[config.mk]
export PLATFORM = sky130hd
export DESIGN_NAME = hazard_ctrl_flat
export DESIGN_NICKNAME = d
export VERILOG_FILES = /design/src/rtl/hazard_ctrl_if.sv /design/src/rtl/hazard_ctrl.sv /design/src/flat_wrapper.sv
export SDC_FILE = /design/constraint.sdc
export NUM_CORES = 1
export LEC_CHECK = 0
export CELL_PAD_IN_SITES_DETAIL_PLACEMENT = 0
export CELL_PAD_IN_SITES_GLOBAL_PLACEMENT = 1
export CORE_MARGIN = 2
export CORE_UTILIZATION = 22
export CTS_BUF_LIST = sky130_fd_sc_hd__clkbuf_16
export CTS_CLUSTER_DIAMETER = 120
export DETAILED_ROUTE_END_ITERATION = 10
export GPL_ROUTABILITY_DRIVEN = 1
export HOLD_SLACK_MARGIN = 0.08
export PLACE_DENSITY = 0.75
export SLEW_MARGIN = 30
export SYNTH_ARGS = -nofsm -noshare
export SYNTH_HDL_FRONTEND = slang
export SYNTH_SLANG_ARGS = --single-unit
[constraint.sdc]
create_clock -name clk -period 1.95 [get_ports clk]
set_clock_uncertainty 0.1 [all_clocks]
set_input_delay 0.39 -clock clk [delete_from_list [all_inputs] [get_ports clk]]
set_output_delay 0.39 -clock clk [all_outputs]
set_load 0.02 [all_outputs]
[src/rtl/hazard_ctrl_if.sv]
// Hazard sequencer bundle: the decode/exe/mem hazard sources in, stall/flush/error/perf out.
// The pipeline side uses the master modport; hazard_ctrl uses the slave modport.
interface hazard_ctrl_if #(
    parameter int CNT_W = 32
);
    logic [4:0]       rs1_decode;
    logic [4:0]       rs2_decode;
    logic             use_rs1_decode;
    logic             use_rs2_decode;
    logic [4:0]       rd_exe;
    logic             RegWrite_exe;
    logic             MemRead_exe;
    logic             branch_taken_exe;
    logic             mem_access_mem;
    logic             dmem_ready;
    logic             stall_fetch;
    logic             stall_decode;
    logic             stall_exe;
    logic             stall_mem;
    logic             flush_decode;
    logic             flush_exe;
    logic             bus_err;
    logic [CNT_W-1:0] perf_stall_cnt;
    logic [CNT_W-1:0] perf_flush_cnt;
    logic [CNT_W-1:0] perf_lu_cnt;

    modport master (
        output rs1_decode, rs2_decode, use_rs1_decode, use_rs2_decode,
        output rd_exe, RegWrite_exe, MemRead_exe, branch_taken_exe,
        output mem_access_mem, dmem_ready,
        input  stall_fetch, stall_decode, stall_exe, stall_mem,
        input  flush_decode, flush_exe, bus_err,
        input  perf_stall_cnt, perf_flush_cnt, perf_lu_cnt
    );

    modport slave (
        input  rs1_decode, rs2_decode, use_rs1_decode, use_rs2_decode,
        input  rd_exe, RegWrite_exe, MemRead_exe, branch_taken_exe,
        input  mem_access_mem, dmem_ready,
        output stall_fetch, stall_decode, stall_exe, stall_mem,
        output flush_decode, flush_exe, bus_err,
        output perf_stall_cnt, perf_flush_cnt, perf_lu_cnt
    );
endinterface

[src/rtl/hazard_ctrl.sv]
// Pipeline hazard sequencer: load-use bubble, branch flush, data-memory freeze with timeout.
// Define HAZARD_PERF_CNT_EN to build the three performance counters; otherwise they read 0.
module hazard_ctrl #(
    parameter int TIMEOUT_CYCLES = 256,
    parameter int CNT_W          = 32
) (
    input  logic        clk,
    input  logic        rst_n,
    hazard_ctrl_if.slave hz
);
    typedef enum logic [1:0] {RUN, MEM_WAIT, ERR} state_t;

    localparam logic [15:0] WAIT_LAST = 16'(TIMEOUT_CYCLES - 1);

    state_t      state_q, state_d;
    logic [15:0] wait_cnt_q, wait_cnt_d;
    logic        bus_err_q, bus_err_d;
    logic        mem_stall;
    logic        lu;
    logic        lu_bubble;
    logic        branch_flush;

    always_ff @(posedge clk) begin
        if (!rst_n) begin
            state_q    <= RUN;
            wait_cnt_q <= '0;
            bus_err_q  <= 1'b0;
        end else begin
            state_q    <= state_d;
            wait_cnt_q <= wait_cnt_d;
            bus_err_q  <= bus_err_d;
        end
    end

    always_comb begin
        state_d    = state_q;
        wait_cnt_d = wait_cnt_q;
        bus_err_d  = bus_err_q;
        mem_stall  = 1'b0;
        case (state_q)
            RUN: begin
                if (hz.mem_access_mem && !hz.dmem_ready) begin
                    mem_stall  = 1'b1;
                    state_d    = MEM_WAIT;
                    wait_cnt_d = 16'd1;
                end
            end
            MEM_WAIT: begin
                // The release cycle is not a stall: hazards resolve normally in it.
                if (hz.dmem_ready) begin
                    state_d    = RUN;
                    wait_cnt_d = '0;
                end else begin
                    mem_stall = 1'b1;
                    if (wait_cnt_q == WAIT_LAST) begin
                        state_d   = ERR;
                        bus_err_d = 1'b1;
                    end else begin
                        wait_cnt_d = wait_cnt_q + 16'd1;
                    end
                end
            end
            ERR:     mem_stall = 1'b1;
            default: state_d   = RUN;
        endcase
    end

    assign lu = hz.MemRead_exe && hz.RegWrite_exe && (hz.rd_exe != 5'd0) &&
                ((hz.use_rs1_decode && (hz.rd_exe == hz.rs1_decode)) ||
                 (hz.use_rs2_decode && (hz.rd_exe == hz.rs2_decode)));

    // Priority: memory freeze, then wrong-path flush, then the load-use bubble.
    assign branch_flush = hz.branch_taken_exe && !mem_stall;
    assign lu_bubble    = lu && !mem_stall && !hz.branch_taken_exe;

    assign hz.stall_fetch  = mem_stall | lu_bubble;
    assign hz.stall_decode = mem_stall | lu_bubble;
    assign hz.stall_exe    = mem_stall;
    assign hz.stall_mem    = mem_stall;
    assign hz.flush_decode = branch_flush;
    assign hz.flush_exe    = branch_flush | lu_bubble;
    assign hz.bus_err      = bus_err_q;

`ifdef HAZARD_PERF_CNT_EN
    logic [CNT_W-1:0] stall_cnt_q, stall_cnt_d;
    logic [CNT_W-1:0] flush_cnt_q, flush_cnt_d;
    logic [CNT_W-1:0] lu_cnt_q, lu_cnt_d;

    assign stall_cnt_d = stall_cnt_q + CNT_W'(hz.stall_fetch);
    assign flush_cnt_d = flush_cnt_q + CNT_W'(hz.flush_decode);
    assign lu_cnt_d    = lu_cnt_q + CNT_W'(lu_bubble);

    always_ff @(posedge clk) begin
        if (!rst_n) begin
            stall_cnt_q <= '0;
            flush_cnt_q <= '0;
            lu_cnt_q    <= '0;
        end else begin
            stall_cnt_q <= stall_cnt_d;
            flush_cnt_q <= flush_cnt_d;
            lu_cnt_q    <= lu_cnt_d;
        end
    end

    assign hz.perf_stall_cnt = stall_cnt_q;
    assign hz.perf_flush_cnt = flush_cnt_q;
    assign hz.perf_lu_cnt    = lu_cnt_q;
`else
    assign hz.perf_stall_cnt = '0;
    assign hz.perf_flush_cnt = '0;
    assign hz.perf_lu_cnt    = '0;
`endif
endmodule
[src/flat_wrapper.sv]
// flat-port wrapper written by rule: the top's interface ports become plain ports
module hazard_ctrl_flat 
#(
    parameter int TIMEOUT_CYCLES = 256,
    parameter int CNT_W          = 32
)
  (clk, rst_n, hz_rs1_decode, hz_rs2_decode, hz_use_rs1_decode, hz_use_rs2_decode, hz_rd_exe, hz_RegWrite_exe, hz_MemRead_exe, hz_branch_taken_exe, hz_mem_access_mem, hz_dmem_ready, hz_stall_fetch, hz_stall_decode, hz_stall_exe, hz_stall_mem, hz_flush_decode, hz_flush_exe, hz_bus_err, hz_perf_stall_cnt, hz_perf_flush_cnt, hz_perf_lu_cnt);
  hazard_ctrl_if #(.CNT_W(CNT_W)) hz_i ();
  input  logic clk;
  input  logic rst_n;
  input wire logic [$bits(hz_i.rs1_decode)-1:0] hz_rs1_decode;
  input wire logic [$bits(hz_i.rs2_decode)-1:0] hz_rs2_decode;
  input wire logic [$bits(hz_i.use_rs1_decode)-1:0] hz_use_rs1_decode;
  input wire logic [$bits(hz_i.use_rs2_decode)-1:0] hz_use_rs2_decode;
  input wire logic [$bits(hz_i.rd_exe)-1:0] hz_rd_exe;
  input wire logic [$bits(hz_i.RegWrite_exe)-1:0] hz_RegWrite_exe;
  input wire logic [$bits(hz_i.MemRead_exe)-1:0] hz_MemRead_exe;
  input wire logic [$bits(hz_i.branch_taken_exe)-1:0] hz_branch_taken_exe;
  input wire logic [$bits(hz_i.mem_access_mem)-1:0] hz_mem_access_mem;
  input wire logic [$bits(hz_i.dmem_ready)-1:0] hz_dmem_ready;
  output wire logic [$bits(hz_i.stall_fetch)-1:0] hz_stall_fetch;
  output wire logic [$bits(hz_i.stall_decode)-1:0] hz_stall_decode;
  output wire logic [$bits(hz_i.stall_exe)-1:0] hz_stall_exe;
  output wire logic [$bits(hz_i.stall_mem)-1:0] hz_stall_mem;
  output wire logic [$bits(hz_i.flush_decode)-1:0] hz_flush_decode;
  output wire logic [$bits(hz_i.flush_exe)-1:0] hz_flush_exe;
  output wire logic [$bits(hz_i.bus_err)-1:0] hz_bus_err;
  output wire logic [$bits(hz_i.perf_stall_cnt)-1:0] hz_perf_stall_cnt;
  output wire logic [$bits(hz_i.perf_flush_cnt)-1:0] hz_perf_flush_cnt;
  output wire logic [$bits(hz_i.perf_lu_cnt)-1:0] hz_perf_lu_cnt;
  assign hz_i.rs1_decode = hz_rs1_decode;
  assign hz_i.rs2_decode = hz_rs2_decode;
  assign hz_i.use_rs1_decode = hz_use_rs1_decode;
  assign hz_i.use_rs2_decode = hz_use_rs2_decode;
  assign hz_i.rd_exe = hz_rd_exe;
  assign hz_i.RegWrite_exe = hz_RegWrite_exe;
  assign hz_i.MemRead_exe = hz_MemRead_exe;
  assign hz_i.branch_taken_exe = hz_branch_taken_exe;
  assign hz_i.mem_access_mem = hz_mem_access_mem;
  assign hz_i.dmem_ready = hz_dmem_ready;
  assign hz_stall_fetch = hz_i.stall_fetch;
  assign hz_stall_decode = hz_i.stall_decode;
  assign hz_stall_exe = hz_i.stall_exe;
  assign hz_stall_mem = hz_i.stall_mem;
  assign hz_flush_decode = hz_i.flush_decode;
  assign hz_flush_exe = hz_i.flush_exe;
  assign hz_bus_err = hz_i.bus_err;
  assign hz_perf_stall_cnt = hz_i.perf_stall_cnt;
  assign hz_perf_flush_cnt = hz_i.perf_flush_cnt;
  assign hz_perf_lu_cnt = hz_i.perf_lu_cnt;
  hazard_ctrl #(.TIMEOUT_CYCLES(TIMEOUT_CYCLES), .CNT_W(CNT_W)) u_core (.clk(clk), .rst_n(rst_n), .hz(hz_i));
endmodule
==> results.yml, run 1 <==
clock_network:
  ctsHoldBuffers: 0
  cts_tree: "yes"
  cts-buffers-inserted: 3
  clkLatencyLatePin_ns: 0.26
  clkTransAtPathRegs_ns: 0.06
  clock_path_buffers: 2
  cts.htree.levels: 1
  clock-sinks: 19
  cts-root-buf: "clkbuf_16"
synth:
  synth_cells: 242
  synth_edf_count: 0
  ys_seq_area_share_pct: 19.8
  yosys_warnings: 0
  synth.avg_cell_area_um2: 7.95
  ys.flop_type: "dfxtp_1"
  synthArstFlopShare_pct: 0
  netlist_area_um2: 1920
  ys_types: 42
  synth_seq_cells: 19
run_status:
  violations: "negative setup slack"
  outcome: "finished with violations"
floorplanning:
  num_io_pins: 127
  die_w_um: 97.5
  start_util_pct: 22.4
  die_h_um: 97.5
  die-area_um2: 9510
  row_count: 34
  fp.coreArea_um2: 8590
timing:
  fin_tns_setup_ns: -0.935
  min_period_ns: 2.06
  worst_pin_slew_ns: 0.535
  fin_ws_ns: -0.113
  max_slew_margin_pct: 64.4
  finalMaxSlewViolations: 0
  rsz0062_at_grt: "yes"
  timing.hold.ws_ns: 0.374
  clock.fmax_ghz: 0.485
  setup_violations: 14
  finalHoldViolations: 0
  post-route-period-util_pct: 106
drt:
  initialDrtViolationCount: 98
  wl_per_cell_um: 10.9
  vias_per_cell: 3.97
  post-route-drc-count: 0
  ant_nets: 0
  num_vias: 1685
  wl_um: 4610
  dr.pass1.iters: 4
grt:
  grt.total_usage_pct: 8.46
  grt_pass1_vias: 1430
  grt_max_degree: 13
  grt_overflow: 0
  grt_pass1_wl_um: 6560
  antenna_found_initial: 0
hold_path:
  hp-class: "reg2reg"
  whs_path_depth: 2
critical_path:
  cp_data_arrival_time_ns: 2.11
  reg2regPathDepth: 7
  crit_required_ns: 2.00
  path_max_fanout: 8
  cp-start-kind: "flop"
  critPathCaptureType: "flop"
  crit_type: "reg2reg"
finish:
  fillers: 901
  final_core_util_pct: 29.5
  layout-drive-gt1-share_pct: 32.9
  nets: 342
  diodes: 0
  area_growth_pct: 31.9
place:
  portBuffers: 30
  dp_slack_ns: -0.967
  gp_congestion: 0.828
  dp_hpwl_um: 3300
pwr:
  ir_worst_vdd_v: 0.000275
  finalPower_w: 0.00120
  p_leak_nw: 1.17
  powerDensity_nw_per_um2: 474
flow_run:
  cap_violations: 0
worst max-delay path, stage by stage, from the launching register on:
cell and delay (ns):
dfxtp_2 0.32, or4_4 0.54, nor4_4 0.25, buf_6 0.16
buf_4 0.11, nor2_4 0.06, o311a_1 0.12, o31a_1 0.28
power by group:
group          total [W]  internal [W]  switching (W)
clock           0.000439      0.000274       0.000165
combinational   0.000371      0.000110       0.000261
sequential      0.000394      0.000392     0.00000217
total            0.00120      0.000775       0.000428
registers in the layout, indices dropped and copies added, names as in the netlist:
register / cells
u_core.state_q: 2
u_core.wait_cnt_q: 16
u_core.hz.bus_err: 1
cells in the mapped netlist (2+ instances only):
cell / n / area share [%]
o221a_1: 3 / 1.8
nor2_1: 14 / 2.7
nand2_1: 10 / 2.0
o211ai_1: 2 / 0.78
a31oi_1: 6 / 2.0
nor3_1: 3 / 0.78
nand2b_1: 2 / 0.65
o211a_1: 2 / 1.0
or4_1: 2 / 0.78
xnor2_1: 2 / 0.91
buf_4: 101 / 39
inv_1: 3 / 0.59
o21ai_0: 7 / 1.8
a21oi_1: 8 / 2.1
and2_1: 2 / 0.65
a21o_1: 4 / 1.6
nand3_1: 8 / 2.1
nand4_1: 4 / 1.3
nor4_1: 5 / 1.6
and3_1: 2 / 0.65
xor2_1: 8 / 3.6
a311oi_1: 5 / 2.3
dfxtp_1: 19 / 20
clkbuf_1: 2 / 0.39
cell families (layout without fill, tap and decap cells):
kind of cell	count (synthesis)	after routing	synth area share, %
AO/OA/AOI/OAI	44	45	16.7
XOR/XNOR	10	10	4.55
adder cells (fa/ha/maj)	1	1	0.651
buffers and inverters	106	84	40.4
flip-flops	19	19	19.8
other	1	96	0.195
AND/OR/NAND/NOR	61	61	17.8
stage by stage:
step	instance area [um2]	cells
2_1_floorplan	2310	337
3_3_place_gp	2260	410
3_5_place_dp	2260	410
4_1_cts	2380	419
5_1_grt	2540	424
6_report	2540	424
worst paths after layout:
kind                                                    startpoint                            endpoint  slack, ns
worst min-delay path                u_core.hz.bus_err$_SDFFE_PN0P_      u_core.hz.bus_err$_SDFFE_PN0P_       0.37
worst min register to register      u_core.hz.bus_err$_SDFFE_PN0P_      u_core.hz.bus_err$_SDFFE_PN0P_       0.37
worst max register to register  u_core.wait_cnt_q[15]$_SDFFE_PN0P_  u_core.wait_cnt_q[13]$_SDFFE_PN0P_      -0.11
worst max-delay path            u_core.wait_cnt_q[15]$_SDFFE_PN0P_  u_core.wait_cnt_q[13]$_SDFFE_PN0P_      -0.11
cells in the final DEF, fill, tap and decap left out, types with 3 or more instances in the layout:
cell type,n
a21o_1,4
a21oi_1,6
a311oi_1,3
a31oi_1,5
buf_2,4
buf_4,43
buf_6,15
clkbuf_16,3
clkdlybuf4s50_1,8
conb_1,96
dfxtp_1,15
dfxtp_2,4
inv_1,4
nand2_1,8
nand2_2,3
nand3_1,7
nand4_1,4
nor2_1,10
nor4_1,3
o21ai_0,5
o221a_1,3
or4_4,3
xor2_1,7
per-layer routing:
layer	GRT usage, %	wire [um]
met4	4.49	97
met3	1.51	339
met2	15.1	2360
met1	9.51	1810
met5	0	0
area by class of cell:
| type | count | area [um2] | share of cell area [%] |
|---|---|---|---|
| clock buffer | 3 | 75.1 | 2.96 |
| clock inverter | 1 | 3.75 | 0.148 |
| inverter | 3 | 11.3 | 0.444 |
| multi-input combinational | 213 | 1260 | 49.9 |
| sequential | 19 | 385 | 15.2 |
| tap | 108 | 135 | 5.33 |
| timing repair buffer | 77 | 661 | 26.0 |
repair_timing:
action,in CTS,in global routing
pin swaps,30,18
gates cloned,0,1
setup endpoints to repair,18,23
buffers inserted,5,5
resized for setup,90,30
Note: power is estimated with default switching activity, not from simulation.
==> run 2: changes to the inputs <==
Settings changed: ABC_CLOCK_PERIOD_IN_PS from default to 1950.
==> results of run 2 <==
No change in the layout: final DEF, timing and power equal those of run 1.
==> run 3: changes to the inputs <==
Settings changed: CTS_CLUSTER_SIZE from default to 20.
==> results of run 3 <==
No change in the layout: final DEF, timing and power equal those of run 1.
